### config.mk
export PLATFORM = sky130hd
export DESIGN_NAME = seven_seg_to_letter_rx
export DESIGN_NICKNAME = d
export VERILOG_FILES = /design/src/rtl/seven_seg_to_letter_rx.sv
export SDC_FILE = /design/constraint.sdc
export NUM_CORES = 1
export LEC_CHECK = 0
export BUFFER_PORTS_ARGS = -buffer_cell sky130_fd_sc_hd__buf_2
export CAP_MARGIN = 20
export CORE_UTILIZATION = 40
export CTS_CLUSTER_SIZE = 14
export DETAILED_ROUTE_END_ITERATION = 7
export PLACE_DENSITY_LB_ADDON = 0.15
export SYNTH_ARGS = -nofsm -noshare
export SYNTH_HDL_FRONTEND = slang
export SYNTH_SLANG_ARGS = --single-unit
### constraint.sdc
create_clock -name clk -period 2.7 [get_ports clk]
set_input_delay 0.54 -clock clk [delete_from_list [all_inputs] [get_ports clk]]
set_output_delay 0.54 -clock clk [all_outputs]
set_load 0.02 [all_outputs]
### src/rtl/seven_seg_to_letter_rx.sv
// rtl/seven_seg_to_letter_rx.sv - segment pattern to letter decoder with output FIFO
module seven_seg_to_letter_rx #(
  parameter int DEPTH = 4,
  parameter int CW    = 8
) (
  input  logic                     clk,
  input  logic                     reset,
  input  logic                     in_valid,
  output logic                     in_ready,
  input  logic [7:0]               in_display,
  output logic                     out_valid,
  input  logic                     out_ready,
  output logic [4:0]               out_letra,
  output logic                     out_err,
  output logic [CW-1:0]            err_count,
  output logic [$clog2(DEPTH):0]   level
);

  localparam int PW = $clog2(DEPTH);
  localparam int LW = PW + 1;
  localparam logic [LW-1:0] FULL = LW'(DEPTH);

  logic [5:0]    mem [DEPTH];
  logic [PW-1:0] wr_ptr;
  logic [PW-1:0] rd_ptr;
  logic [5:0]    dec;
  logic          push;
  logic          pop;
  logic [LW-1:0] level_nxt;

  // dec = {err, letra}; blank 0x00 is a legal letter, anything unlisted is an error
  always_comb begin
    dec = 6'h20;
    case (in_display)
      8'h00: dec = 6'h00;
      8'hF9: dec = 6'h01;
      8'h5B: dec = 6'h02;
      8'hC3: dec = 6'h03;
      8'h3B: dec = 6'h04;
      8'hD3: dec = 6'h05;
      8'hD1: dec = 6'h06;
      8'hFA: dec = 6'h07;
      8'h79: dec = 6'h08;
      8'h28: dec = 6'h09;
      8'h2B: dec = 6'h0A;
      8'h51: dec = 6'h0B;
      8'h43: dec = 6'h0C;
      8'h89: dec = 6'h0D;
      8'hE9: dec = 6'h0E;
      8'hEB: dec = 6'h0F;
      8'hF1: dec = 6'h10;
      8'hF8: dec = 6'h11;
      8'hC1: dec = 6'h12;
      8'hDA: dec = 6'h13;
      8'h53: dec = 6'h14;
      8'h6B: dec = 6'h15;
      8'h0B: dec = 6'h16;
      8'h62: dec = 6'h17;
      8'h38: dec = 6'h18;
      8'h7A: dec = 6'h19;
      8'hB3: dec = 6'h1A;
      default: dec = 6'h20;
    endcase
  end

  assign push      = in_valid && in_ready;
  assign pop       = out_valid && out_ready;
  assign out_valid = (level != '0);
  assign {out_err, out_letra} = out_valid ? mem[rd_ptr] : 6'h00;

  always_comb begin
    level_nxt = level;
    if (push && !pop)
      level_nxt = level + LW'(1);
    else if (pop && !push)
      level_nxt = level - LW'(1);
  end

  // in_ready is registered from the next occupancy so it never combines with out_ready
  always_ff @(posedge clk) begin
    if (reset) begin
      wr_ptr    <= '0;
      rd_ptr    <= '0;
      level     <= '0;
      in_ready  <= 1'b0;
      err_count <= '0;
    end else begin
      if (push) begin
        mem[wr_ptr] <= dec;
        wr_ptr      <= wr_ptr + PW'(1);
      end
      if (pop)
        rd_ptr <= rd_ptr + PW'(1);
      level    <= level_nxt;
      in_ready <= (level_nxt < FULL);
      if (push && dec[5] && (err_count != '1))
        err_count <= err_count + CW'(1);
    end
  end

endmodule

# Word level (Yosys, flattened, before mapping)
# Memory sizes are Yosys's and may differ from the RTL's. A register that Yosys moved wholly into a read port is not among the register bits.
# Cells that the tools add are included.
dict set report word_totals {
  inputBits 12
  regBits 16
  wordCells 58
  mem_bits_rw 24
  output_inout_bits 19
  n_memories 1
}
dict set report op_classes {
  magnitude_cmp 1
  reduce_logical 10
  eq_ne 27
  n_mux 9
  add_sub_neg 5
}
# name words width rd rd_ports_with_merged_regs wr line_no
set mem_list {}
lappend mem_list {mem 4 6 1 1 1 23} ;# logic [5:0] mem [DEPTH];
# cell count
set ops {}
lappend ops {{6-bit one-hot mux with 27 select lines} 1}
lappend ops {{8-bit == test, second input constant} 13}
lappend ops {{8-bit by 7-bit == test with 1-bit output, second input constant} 8}
lappend ops {{8-bit by 6-bit == test with 1-bit output, second input constant} 4}
lappend ops {{8-bit by 1-bit adder with 8-bit output, second input constant} 1}
lappend ops {{8-bit by 4-bit == test with 1-bit output, second input constant} 1}
lappend ops {{8-bit zero test} 1}
lappend ops {{8-bit inequality test, second input constant} 1}
lappend ops {{1-bit logical AND} 6}
lappend ops {{3-bit two-way mux} 2}
lappend ops {{6-bit two-way mux} 1}
lappend ops {{2-bit by 1-bit adder with 2-bit output, second input constant} 2}
lappend ops {{2-bit two-way mux} 2}
lappend ops {{3-bit by 1-bit adder with 3-bit output, second input constant} 1}
lappend ops {{3-bit < comparator, second input constant} 1}
lappend ops {{1-bit two-way mux} 3}
lappend ops {{3-bit nonzero test} 1}
lappend ops {{3-bit by 1-bit subtractor with 3-bit output, second input constant} 1}
lappend ops {{1-bit zero test} 2}

# Depth between registers and ports, before layout
dict set report logic_depth {
  depth_word 6
  depth_mapped 10
  depth_no_buf 10
}

# Worst setup path after synthesis
# OpenSTA, ideal clock, no wires.
dict set report synth_path {
  path_type {in2reg}
  start {input in_display[7]}
  end {register err_count[2]}
  setup_ns 0.121
  path_buffers 2
  t_arrival_ns 2.501
  stages 8
  setup_slack_ns 0.078
  required_time_ns 2.579
  path_cell_list {buf_2 -> and4b_4 -> o2111ai_4 -> o311a_1 -> or4b_4 -> buf_6 -> nor4_1 -> mux2_2}
}
dict set report synth_between {
  elab_chain_len 4
  elab_cells_between_ends 30
}
# item line_no
set synth_rtl {}
lappend synth_rtl {{from (decl)} 10} ;# input logic [7:0] in_display,
lappend synth_rtl {{8-bit == test, or another cell as far along} 34} ;# case (in_display)
lappend synth_rtl {{6-bit one-hot mux with 27 select lines (*)} 34}
lappend synth_rtl {{1-bit logical AND (*) (2 in series)} 96} ;# if (push && dec[5] && (err_count != '1))
lappend synth_rtl {{to (signal assigned)} 97} ;# err_count <= err_count + CW'(1);
lappend synth_rtl {{to (decl)} 15} ;# output logic [CW-1:0] err_count,
# Mark *: on every way between the ends. The rest lies on a longest branch, timed or not.
# A chain may end at the register's enable or synchronous reset.

# Worst setup path in the final report
dict set report layout_path {
  start {input in_display[3]}
  end {register err_count[5]}
}
# Same word-level chain as after synthesis.

==> results.txt <==
The flow ran to the end, and the final reports show no timing, DRC or antenna violations. The final clock skew is 0.0175 ns, and the largest net degree at the start of global routing is 19. The longest clock path from root to sink contains 2 buffers. In this run the static leakage power is 1.17 nW. The run gives 0 as the number of endpoints with negative hold slack in the final report.

After synthesis, the most frequently instantiated cells are edfxtp_1, nand2_1, dfxtp_1, nor2_1, inv_1. A synthesized cell averages 10.3 µm². Overall power consumption after layout is estimated at 1.91 mW. The cell count after synthesis came out at 250. For this run, the number of standard cells in the final layout without fillers is 365. The congestion estimate from routability-driven global placement came to 0.916.

The tools report the clock latency on the worst-skew pair as 0.30 ns. TritonCTS built the clock tree. The run gives 0 as the number of antenna violations at the first check in global routing. At the placement stage, the worst setup path has a slack of -0.0405 ns. The register bit count reported by yosys came out at 42. The number of global-route vias before repair was 1,898. The total count of max-transition violations in the final report is 0.

The run gives 0 as the post-CTS setup buffer count. Fill cells in the final layout number 585. In this run, post-CTS repair resized a total of 0 instances. Counting every sink on the clock net gives 42. The final non-filler cell area came out at 2960 µm². The critical path in this run is classified as in2reg. Synthesis instantiated 55 different standard cells from the library. The most common cell in the synthesized netlist is edfxtp_1. Counting tap cells, the placed design contains a total of 357 instances. The share of the Yosys chip area taken by registers is 42.2%. The share of final-layout standard cells stronger than drive strength 1 was 23.8%; the sum of routed wire length over all layers was 5590 µm. Hold timing on the final database bottoms out at a slack of 0.509 ns. The die covers 6730 µm².

The type of the most critical hold path is reg2reg. For this run, the detailed router's first-pass iteration total came to 4. In the routed design, unresolved DRC markers number 0. Maximum fanout count along the critical path: 10. The routed wire length per instance is 15.3 µm. The maximum clock frequency was 0.407 GHz; the site row count was 28. The top cell type by area accounts for 28.1% of the synthesized area. The total overflow left after global routing is 0. The most used flip-flop cell after synthesis was edfxtp_1. The clock root buffer is clkbuf_8. Kind of start point of the critical path: an input pin. Counting flops with a built-in enable in the synthesized netlist gives 24.

The run gives 1340 µm² as the multi-input gate area in the final layout. VDD sags by at most 0.435 mV. Using the TritonRoute via totals, the vias-per-cell ratio works out to 5.59.

Sorting the synthesized cells by area gives the leading types as edfxtp_1, dfxtp_1, mux4_2, ha_1, nand2_1. Max-cap violations in this run came to 0. Counting flops with an async set or reset pin after synthesis yields a share of 0%. For this block, the initial DRC count from the detailed router was 94. The sequential cells in the finished layout cover a total of 1080 µm². In the final timing run, aggregate negative setup slack is 0 ns.

The total placed instance area is 2860 µm², and the detailed placer's ending HPWL is 4040 µm. The core region is 6060 µm². The antenna cell count was 0; the overall die width was 82.1 µm. The share of the clock period used by the worst path after layout works out to 90.9%. The routed layout has 2,040 vias. Buffers inserted during clock tree synthesis total 5. At the worst endpoint, the required time is 2.93 ns.

Setup slack on the critical path of the routed design comes to 0.246 ns. The total of hold buffers inserted after clock tree synthesis came out at 0. For the pin with the worst max-slew slack, the measured transition is 0.547 ns. The Yosys step of the flow raised 0 warnings. For the worst slew margin relative to its limit, the log shows 63.0%. The largest total area in the synthesized netlist belongs to edfxtp_1. Top-level I/O count: 31. After clock tree synthesis, the clock-pin slew on the worst setup and hold paths is 0.09 ns.

The run gives 311 as the final net count. After synthesis the cells add up to 2560 µm². The number of buffers added on ports came out at 30. Number of levels in the clock H-tree: 2.

The first global-routing pass estimated 9190 µm of wire. Synthesis produced a netlist with a net count of 272. The count of nets left with antenna violations once routing finished came out at 0.

The effective utilization at floorplan came out at 42.3%. The worst setup path is captured at a flip-flop. Measured on the finished design, the core utilization comes to 48.9%. The minimum clock period after layout is 2.45 ns, and the signed area change from the synthesized netlist to the final layout is 15.5%. The logs give 0 for the final setup violation count and 2.69 ns for the signal arrival time at the worst endpoint.

Global routing used 18.1% of the available tracks across all layers. Setup repair after global routing left no endpoint under its margin. Power spread over the standard cell area amounts to 644 nW/µm². The height of the chip works out to 82.1 µm.
[worst paths after layout]
| path | start | to | slack, ns | depth (start not counted) |
|---|---|---|---|---|
| worst min-delay path | wr_ptr[1] | wr_ptr[1] | 0.51 | 2 |
| worst max register to register | err_count[0] | err_count[5] | 0.51 | 6 |
| worst max-delay path | in_display[3] | err_count[5] | 0.25 | 8 |
| worst min register to register | wr_ptr[1] | wr_ptr[1] | 0.51 | 2 |
[registers in the layout, summed over array words and instances (netlist names), named ones only]
signal / flops
mem: 24
err_count: 8
level: 3
rd_ptr: 2
wr_ptr: 2
in_ready: 1
[power breakdown]
group	internal, mW	switching (mW)	leakage [nW]
sequential	0.739	0.0641	0.366
clock	0.239	0.207	0.0506
combinational	0.276	0.381	0.753
[worst max-delay path: stages]
cell,delay [ns]
buf_2,0.16
and4b_4,0.23
o2111ai_4,0.21
o311a_1,0.22
or4b_4,0.53
buf_4,0.18
or4_1,0.47
a21oi_1,0.15
[layout by cell type, fill, tap and decap left out, drive strengths merged, types with 2 or more instances in the layout]
| cell | n |
|---|---|
| and4b | 2 |
| mux4 | 6 |
| o31ai | 6 |
| and3 | 8 |
| or3b | 2 |
| ha | 10 |
| nand3 | 7 |
| a211oi | 2 |
| nor4 | 4 |
| nor2b | 9 |
| nand2 | 19 |
| or3 | 2 |
| nor4b | 3 |
| buf | 49 |
| o211ai | 2 |
| a21o | 2 |
| inv | 11 |
| or4b | 2 |
| a211o | 2 |
| nand3b | 4 |
| o2111ai | 2 |
| edfxtp | 24 |
| xnor2 | 4 |
| a21oi | 10 |
| o21ai | 6 |
| mux2 | 2 |
| nor4bb | 2 |
| o311a | 3 |
| nor2 | 13 |
| xor2 | 3 |
| nor3 | 3 |
| nand2b | 7 |
| nand4 | 5 |
| clkbuf | 8 |
| and2 | 7 |
| or4 | 8 |
| dfxtp | 18 |
[final cells by class]
cell class | instances | share of cell area (%)
Multi-Input combinational cell | 179 | 45.1
Sequential cell | 42 | 36.5
Timing Repair Buffer | 49 | 10.3
Clock buffer | 8 | 3.42
Tap cell | 75 | 3.17
Inverter | 12 | 1.52
[routing by layer]
layer	track usage, %	vias to the layer above	wire (µm)	share of wire (%)
met5	0	-	0	0
met4	6.14	0	77	1.4
met3	3.67	8	213	3.8
met2	29.2	57	2550	46
met1	24.1	959	2740	49
li1	-	1016	-	-
[kinds of logic after synthesis]
group	share of synthesized area [%]
AO/OA/AOI/OAI	12.1
adder cells (fa/ha/maj)	4.88
AND/OR/NAND/NOR	26.2
flip-flops	42.2
XOR/XNOR	2.39
multiplexers	6.54
buffers and inverters	5.76
No activity file was read; power rests on OpenSTA's default activity.
